File: src/rtl/pwm_generator.sv
// ============================================================================
// Module      : pwm_generator
// Description : Fixed-period PWM driver with double-buffered duty, input clamp
//               and a one-clk period-end strobe.
// Revision    : 1.0 - initial release
// ============================================================================
`default_nettype none

module pwm_generator #(
  parameter int PERIOD = 1000,
  parameter int CNT_W  = 10,
  parameter int PRESC  = 1,
  parameter int SHIFT  = 7
) (
  input  logic        clk,
  input  logic        rst,
  input  logic [17:0] Duty,
  input  logic        Upd,
  input  logic        En,
  output logic        PwmOut,
  output logic        PeriodEnd,
  output logic        SatHi,
  output logic        SatLo
);

  localparam int              PW        = $clog2(PRESC) + 1;
  localparam logic [PW-1:0]   PRESC_MAX = PW'(PRESC - 1);
  localparam logic [CNT_W-1:0] CNT_MAX  = CNT_W'(PERIOD - 1);
  localparam logic [CNT_W-1:0] DUTY_MAX = CNT_W'(PERIOD);
  localparam logic [16:0]     PERIOD_17 = 17'(PERIOD);

  logic [PW-1:0]    presc;
  logic [CNT_W-1:0] cnt;
  logic [CNT_W-1:0] shadow;
  logic [CNT_W-1:0] active;
  logic [16:0]      scaled;
  logic             tick;
  logic             wrap;

  assign scaled = Duty[16:0] >> SHIFT;
  assign tick   = En && (presc == PRESC_MAX);
  assign wrap   = tick && (cnt == CNT_MAX);

  // Shadow register and saturation flags, written only on Upd.
  always_ff @(posedge clk or negedge rst) begin
    if (!rst) begin
      shadow <= '0;
      SatHi  <= 1'b0;
      SatLo  <= 1'b0;
    end else if (Upd) begin
      if (Duty[17]) begin
        shadow <= '0;
        SatHi  <= 1'b0;
        SatLo  <= 1'b1;
      end else if (scaled > PERIOD_17) begin
        shadow <= DUTY_MAX;
        SatHi  <= 1'b1;
        SatLo  <= 1'b0;
      end else begin
        shadow <= scaled[CNT_W-1:0];
        SatHi  <= 1'b0;
        SatLo  <= 1'b0;
      end
    end
  end

  // While disabled, active tracks shadow so the first enabled period is current.
  always_ff @(posedge clk or negedge rst) begin
    if (!rst) begin
      presc     <= '0;
      cnt       <= '0;
      active    <= '0;
      PwmOut    <= 1'b0;
      PeriodEnd <= 1'b0;
    end else if (!En) begin
      presc     <= '0;
      cnt       <= '0;
      active    <= shadow;
      PwmOut    <= 1'b0;
      PeriodEnd <= 1'b0;
    end else begin
      presc <= tick ? '0 : presc + 1'b1;
      if (wrap) begin
        cnt    <= '0;
        active <= shadow;
      end else if (tick) begin
        cnt <= cnt + 1'b1;
      end
      PwmOut    <= (cnt < active);
      PeriodEnd <= wrap;
    end
  end

endmodule

`default_nettype wire

File: config.mk
export PLATFORM = sky130hd
export DESIGN_NAME = pwm_generator
export DESIGN_NICKNAME = d
export VERILOG_FILES = /design/src/rtl/pwm_generator.sv
export SDC_FILE = /design/constraint.sdc
export NUM_CORES = 1
export LEC_CHECK = 0
export CAP_MARGIN = 0
export CORE_UTILIZATION = 57
export DETAILED_ROUTE_END_ITERATION = 10
export PLACE_DENSITY = 0.89
export REMOVE_ABC_BUFFERS = 1
export SYNTH_ARGS = -nofsm -noshare
export SYNTH_HDL_FRONTEND = slang
export SYNTH_SLANG_ARGS = --single-unit
File: constraint.sdc
create_clock -name clk -period 4.3 [get_ports clk]
set_input_delay 0.645 -clock clk [delete_from_list [all_inputs] [get_ports clk]]
set_output_delay 0.645 -clock clk [all_outputs]
set_load 0.05 [all_outputs]
After elaboration in Yosys (flattened, before gate mapping)
Index checks and enable logic that the tools add are counted. W data, S select, Z words.

Register bits after elaboration: 35.

Magnitude comparators: 2. Reductions and logical operators: 2. Bitwise logic cells: 1. Mux-type cells: 14. Add/subtract/negate cells: 2. Equality and inequality tests: 3.

Operators by type and width (count): $mux W10 (7); $add A10 B1 Y10 const B (1); $eq A10 B10 Y1 const B (1); $gt A10 B10 Y1 const B (1); $lt A10 B10 Y1 (1); $mux W1 (7); $ne A3 B1 Y1 const B (1); $logic_and A1 B1 Y1 (2); $ne A2 B1 Y1 const B (1); $add A1 B1 Y1 const B (1); $not A1 Y1 (1).

Longest topological paths before layout
Gate-level depths: netlist of the first run.

Depth in word-level cells: 5. Depth in mapped cells: 6. Depth with buffers taken out: 6.

Worst setup path after synthesis of the first run
No wires, ideal clock.

Kind: reg2reg. Start point: register cnt[0]. End point: register active[0]. Stages on the path, launching flop included: 5. Arrival: 1445 ps. Slack: 2730 ps. Required time: 4175 ps. Clock period less this slack: 1570 ps. Cell sequence: dfrtp_1 -> ha_1 -> nand2b_4 -> o31ai_4 -> mux2_4.

Longest elaborated chain between the ends: 3.

RTL lines: start: declaration (RTL line 33) `logic [CNT_W-1:0] cnt;`; start signal: assignment (RTL line 87) `cnt <= cnt + 1'b1;`; $eq A10 B10 Y1 (RTL line 42) `assign wrap = tick && (cnt == CNT_MAX);`; $logic_and A1 B1 Y1 (RTL line 42); $ne A2 B1 Y1 (no source line); end signal: assignment (RTL line 78) `active <= shadow;`; end signal: assignment (RTL line 85) `active <= shadow;`; end: declaration (RTL line 35) `logic [CNT_W-1:0] active;`.

Every way passes these cells. A chain may end at the register's enable or synchronous reset.

Worst setup path in the final report of the first run
Ends and elaborated chain as after synthesis.

==> out/metrics.yaml, run 1 <==
start_util_pct: 62.2
grt_use_total_pct: 22.3
post-cts-setup-buffer-count: 0
clockBufferDepth: 2
ctsResizeCount: 0
hold_class: "reg -> reg"
slowest_stage: "o31ai_4"
synth_warnings: 0
pre_cts_ws_ps: 2110
ys.flop_type: "dfrtp_1"
synthArstFlopShare_pct: 100
numCtsBuffers: 5
vias: 1325
stdcell_area_um2: 2050
drc: 2
rsz0062_at_grt: "no"
cts-hold-fix-buffers: 0
worst_ir_drop_vdd_uv: 361
fp.dieW_um: 57.8
postRouteAntennaNets: 0
ys_ff_latch: 35
root_buffer: "clkbuf_4"
grt_max_degree: 36
syn_inst: 171
syn_avg_cell_area_um2: 10.4
grt_pass1_wl_mm: 5.53
clock.fmax_mhz: 449
setup_viol_count_final: 0
cts_tree: "yes"
p_per_area_nw_per_um2: 340
finalPower_mw: 0.698
worst_pin_slew_ps: 1120
period_minus_slack_ps: 2220
cp_slowest_stage_delay_ps: 950
cts_sinks: 35
multi_input_area_um2: 791
fillCellCount: 209
netlist_area_um2: 1780
crit_chain: "ha_1 > nand2b_4 > o31ai_4 > mux2_4"
ios: 26
status: "finished with violations"
synth_cell_types: 39
cp.required_ps: 4530
period_share_pct: 51.7
clk_pin_slew_ps: 120
finalSetupTns_ps: 0
cp_data_arrival_time_ps: 2460
yosysSeqAreaShare_pct: 49.3
end_kind: "flop"
grt-ovfl-total: 0
core_area_um2: 2850
first_pass_iters: 7
layout-drive-gt1-share_pct: 11.9
mostFrequentLayoutCells: "dfrtp_1 (35), inv_1 (21), clkdlybuf4s50_1 (18)"
rows: 19
critPathTopFamily: "compound AO/OA/AOI/OAI gates"
finalHoldViolCount: 0
mostFrequentLayoutCell: "dfrtp_1"
drt_iter0_drc: 43
crit_buf_inv: 0
die_area_um2: 3340
grt_pass1_vias: 1275
diodes: 0
maxCapViolations: 0
io_buffers: 18
gp_congestion: 0.743
hpwl_mm: 2.34
maxSlewHeadroom_pct: 25.4
synth_edf_count: 0
drt_wl_total_mm: 3.19
place_area_um2: 1970
path_class: "reg -> reg"
htreeDepth: 2
slew_viol_final: 0
antenna_found_initial: 0
seq_area_um2: 876
wl_per_cell_um: 14.2
startpoint_type: "flop"
setup_ws_ps: 2080
worstPathMaxFanout: 27
die_h_um: 57.8
clkLatencyLatePin_ps: 350
syn_to_final_growth_pct: 15.6
power_leakage_nw: 0.918
finClkSkew_ps: 14.7
via_per_inst: 5.89
violations: "DRC"
nNetsFinal: 225
metrics by stage:
stage | std cells | hold WS, ps | utilization (%)
6_report | 225 | 495 | 72.0
2_1_floorplan | 167 | 349 | -
4_1_cts | 225 | 497 | 72.0
3_5_place_dp | 217 | 469 | 69.1
5_1_grt | 225 | 530 | 72.0
3_3_place_gp | 217 | 465 | 69.1
synthesized netlist by cell type (2+ instances only):
cell type	number	area [µm²]
xnor2_1	4	35.0
nand3b_1	5	37.5
nand2_1	15	56.3
nand4_1	3	18.8
o211ai_1	3	22.5
inv_1	21	78.8
a31oi_1	2	12.5
xor2_1	2	17.5
nand2b_1	3	18.8
nand3_1	5	25.0
nor3_1	4	20.0
clkbuf_1	2	7.51
o22ai_1	3	18.8
buf_6	2	22.5
a211o_1	2	17.5
nor2_1	8	30.0
o21ai_0	12	60.1
mux2_2	2	22.5
ha_1	10	125
dfrtp_1	35	876
o21ai_2	5	43.8
a21oi_1	5	25.0
or2_2	2	12.5
state kept, by name, summed over array words and instances, names as in the netlist:
signal / flops
SatHi: 1
shadow: 10
presc: 1
SatLo: 1
cnt: 10
PwmOut: 1
PeriodEnd: 1
active: 10
path summary, 6_finish.rpt:
| kind | from | endpoint | slack [ps] | cells after the start |
|---|---|---|---|---|
| max reg2reg | cnt[0]$_DFFE_PN0P_ | active[0]$_DFFE_PN0P_ | 2080 | 4 |
| min | shadow[5]$_DFFE_PN0P_ | active[5]$_DFFE_PN0P_ | 500 | 2 |
| min in group asynchronous | rst | cnt[9]$_DFFE_PN0P_ | 690 | 2 |
| max | cnt[0]$_DFFE_PN0P_ | active[0]$_DFFE_PN0P_ | 2080 | 4 |
| max in group asynchronous | rst | cnt[1]$_DFFE_PN0P_ | 3290 | 2 |
| min reg2reg | shadow[5]$_DFFE_PN0P_ | active[5]$_DFFE_PN0P_ | 500 | 2 |
area by class of cell:
class / instances / area share, %
sequential: 35 / 42.7
multi-input combinational: 111 / 38.5
timing repair buffer: 19 / 9.14
clock inverter: 3 / 2.13
clock buffer: 5 / 1.83
inverter: 21 / 3.84
tap: 31 / 1.89
routing by layer:
layer	routed length, µm	global-route usage (%)	vias up
met5	0	0	-
met1	1370	26.8	639
met3	165	7.37	11
met2	1580	36.9	38
li1	-	-	637
met4	77	9.52	0
power by group:
part           leakage [nW]  internal, mW  switching (mW)
sequential            0.461         0.351          0.0128
combinational         0.412        0.0434          0.0541
clock                0.0452         0.122           0.114
cells by family (layout without fill, tap and decap cells):
family          count (synthesis)  after routing  synth area share [%]
xor+xnor                        6              6                  2.96
other cells                     1              1                 0.211
buf+inv                        25             48                  6.13
flops                          35             35                  49.3
fa+ha+maj                      10             10                  7.05
compound gates                 40             40                  16.0
mux                             3              3                  2.11
simple gates                   51             51                  16.2
worst reg2reg max path: cells and delay by family (launching register included):
kind / cells / cell delay, ps
compound gates: 1 / 950
flops: 1 / 450
mux: 1 / 360
fa+ha+maj: 1 / 270
simple gates: 1 / 90
(Power assumes the default switching activity.)
==> run 2: changes to the inputs <==
--- a/config.mk
+++ b/config.mk
@@ -6,9 +6,9 @@
 export NUM_CORES = 1
 export LEC_CHECK = 0
 export CAP_MARGIN = 0
-export CORE_UTILIZATION = 57
+export CORE_UTILIZATION = 48
 export DETAILED_ROUTE_END_ITERATION = 10
-export PLACE_DENSITY = 0.89
+export PLACE_DENSITY = 0.81
 export REMOVE_ABC_BUFFERS = 1
 export SYNTH_ARGS = -nofsm -noshare
 export SYNTH_HDL_FRONTEND = slang
==> constraint.sdc (replaced) <==
create_clock -name clk -period 1.85 [get_ports clk]
set_input_delay 0.2775 -clock clk [delete_from_list [all_inputs] [get_ports clk]]
set_output_delay 0.2775 -clock clk [all_outputs]
set_load 0.05 [all_outputs]
==> run 2 against run 1 <==
Effect of this change: via count grew 1.7%; power grew 140%; largest power group unchanged; wire length grew 9.1%; die area grew 18%; sequential share of layout area shrank 2.2 points; critical endpoint is now SatLo; cell area grew 5.5%; the flow now finishes without violations.
==> out/metrics.yaml, run 2 (same netlist as run 1, synthesis figures left out) <==
clockBufferDepth: 2
drt_wl_total_mm: 3.48
r2r_cells: 5
drc: 0
final_core_util_pct: 62.9
period_share_pct: 93.4
path_class: "reg -> out"
power_leakage_nw: 0.974
die_h_um: 62.8
grt-ovfl-total: 0
cp.required_ps: 1570
fp.dieW_um: 62.8
setup_viol_count_final: 0
crit_buf_inv: 1
stdcell_count: 250
cts_sinks: 35
place_inst: 238
cp_slowest_stage_delay_ps: 810
gp_congestion: 0.754
grt_max_degree: 36
critPathTopFamily: "buffers and inverters"
clkLatencyLatePin_ps: 290
wl_per_cell_um: 13.9
cp_data_arrival_time_ps: 1450
syn_to_final_growth_pct: 22.0
post-cts-setup-buffer-count: 0
setup_ws_ps: 121
grt_pass1_vias: 1327
rsz0062_at_grt: "no"
layout-drive-gt1-share_pct: 15.7
finalHoldViolCount: 0
ios: 26
nNetsFinal: 235
first_pass_iters: 4
fillCellCount: 284
end_kind: "output pin"
numCtsBuffers: 5
via_per_inst: 5.39
maxCapViolations: 0
use_met1_pct: 25.3
clk_pin_slew_ps: 70
drt_iter0_drc: 53
vias: 1348
mostFrequentLayoutCell: "dfrtp_1"
worst_pin_slew_ps: 498
worstPathMaxFanout: 2
top_usage_layer: "met2"
finalPower_mw: 1.69
root_buffer: "clkbuf_8"
stdcell_area_um2: 2170
worst_ir_drop_vdd_uv: 446
top_regs: "active: 10 flops, cnt: 10 flops, shadow: 10 flops"
finClkSkew_ps: 5.27
start_util_pct: 51.6
critical_path_depth: 1
grt.met3_usage_pct: 6.20
worst_hold_slack_ps: 390
grt_pass1_wl_mm: 6.16
rows: 21
postRouteAntennaNets: 0
slew_viol_final: 0
maxSlewHeadroom_pct: 66.7
crit_chain: "clkdlybuf4s50_1"
grtUsageMet2_pct: 33.6
die_area_um2: 3950
finalSetupTns_ps: 0
hpwl_mm: 2.56
cts-hold-fix-buffers: 0
hold_class: "in -> async"
io_buffers: 18
ctsResizeCount: 0
mostFrequentLayoutCells: "dfrtp_1 (35), inv_1 (21), clkdlybuf4s50_1 (18)"
place_area_um2: 2040
period_minus_slack_ps: 1730
slowest_stage: "clkdlybuf4s50_1"
htreeDepth: 2
status: "finished clean"
core_area_um2: 3440
grt_use_total_pct: 20.3
antenna_found_initial: 0
startpoint_type: "flop"
diodes: 0
clock.fmax_mhz: 578
pre_cts_ws_ps: 103
cts_tree: "yes"
p_per_area_nw_per_um2: 781
## run 2: changes by cell type in the layout (fill, tap and decap cells not counted)
cell	previous run	this run
bufinv_16	1	0
clkinv_2	1	0
clkbuf_4	5	0
clkbuf_8	0	7
buf_4	1	11
clkbuf_1	0	1
clkinv_4	1	0
## run 2: per-layer routing
layer  wire length (µm)  vias to the layer above  share of wire [%]
met5                  0                        -                  0
met4                 69                        0                2.0
met3                133                        7                3.8
met2               1740                       30                 50
met1               1550                      659                 44
li1                   -                      652                  -
## run 2: report_power, final
part	internal, mW	switching [mW]
clock	0.339	0.261
sequential	0.818	0.0285
combinational	0.114	0.132
## run 2: final timing paths
check	start	to	slack, ps
worst max register to register	cnt[1]$_DFFE_PN0P_	active[0]$_DFFE_PN0P_	180
min in group clk	shadow[2]$_DFFE_PN0P_	active[2]$_DFFE_PN0P_	500
worst min register to register	shadow[2]$_DFFE_PN0P_	active[2]$_DFFE_PN0P_	500
max in group asynchronous	rst	active[4]$_DFFE_PN0P_	1140
worst min-delay path	rst	cnt[7]$_DFFE_PN0P_	390
worst max-delay path	SatLo$_DFFE_PN0P_	SatLo	120
## run 2: area by class of cell
cell class                 count  area, µm²  share of cell area, %
multi-input combinational    111        791                   36.5
inverter                      21       78.8                   3.64
sequential                    35        876                   40.4
tap                           46       57.6                   2.66
clock buffer                   8        100                   4.62
timing repair buffer          29        263                   12.1
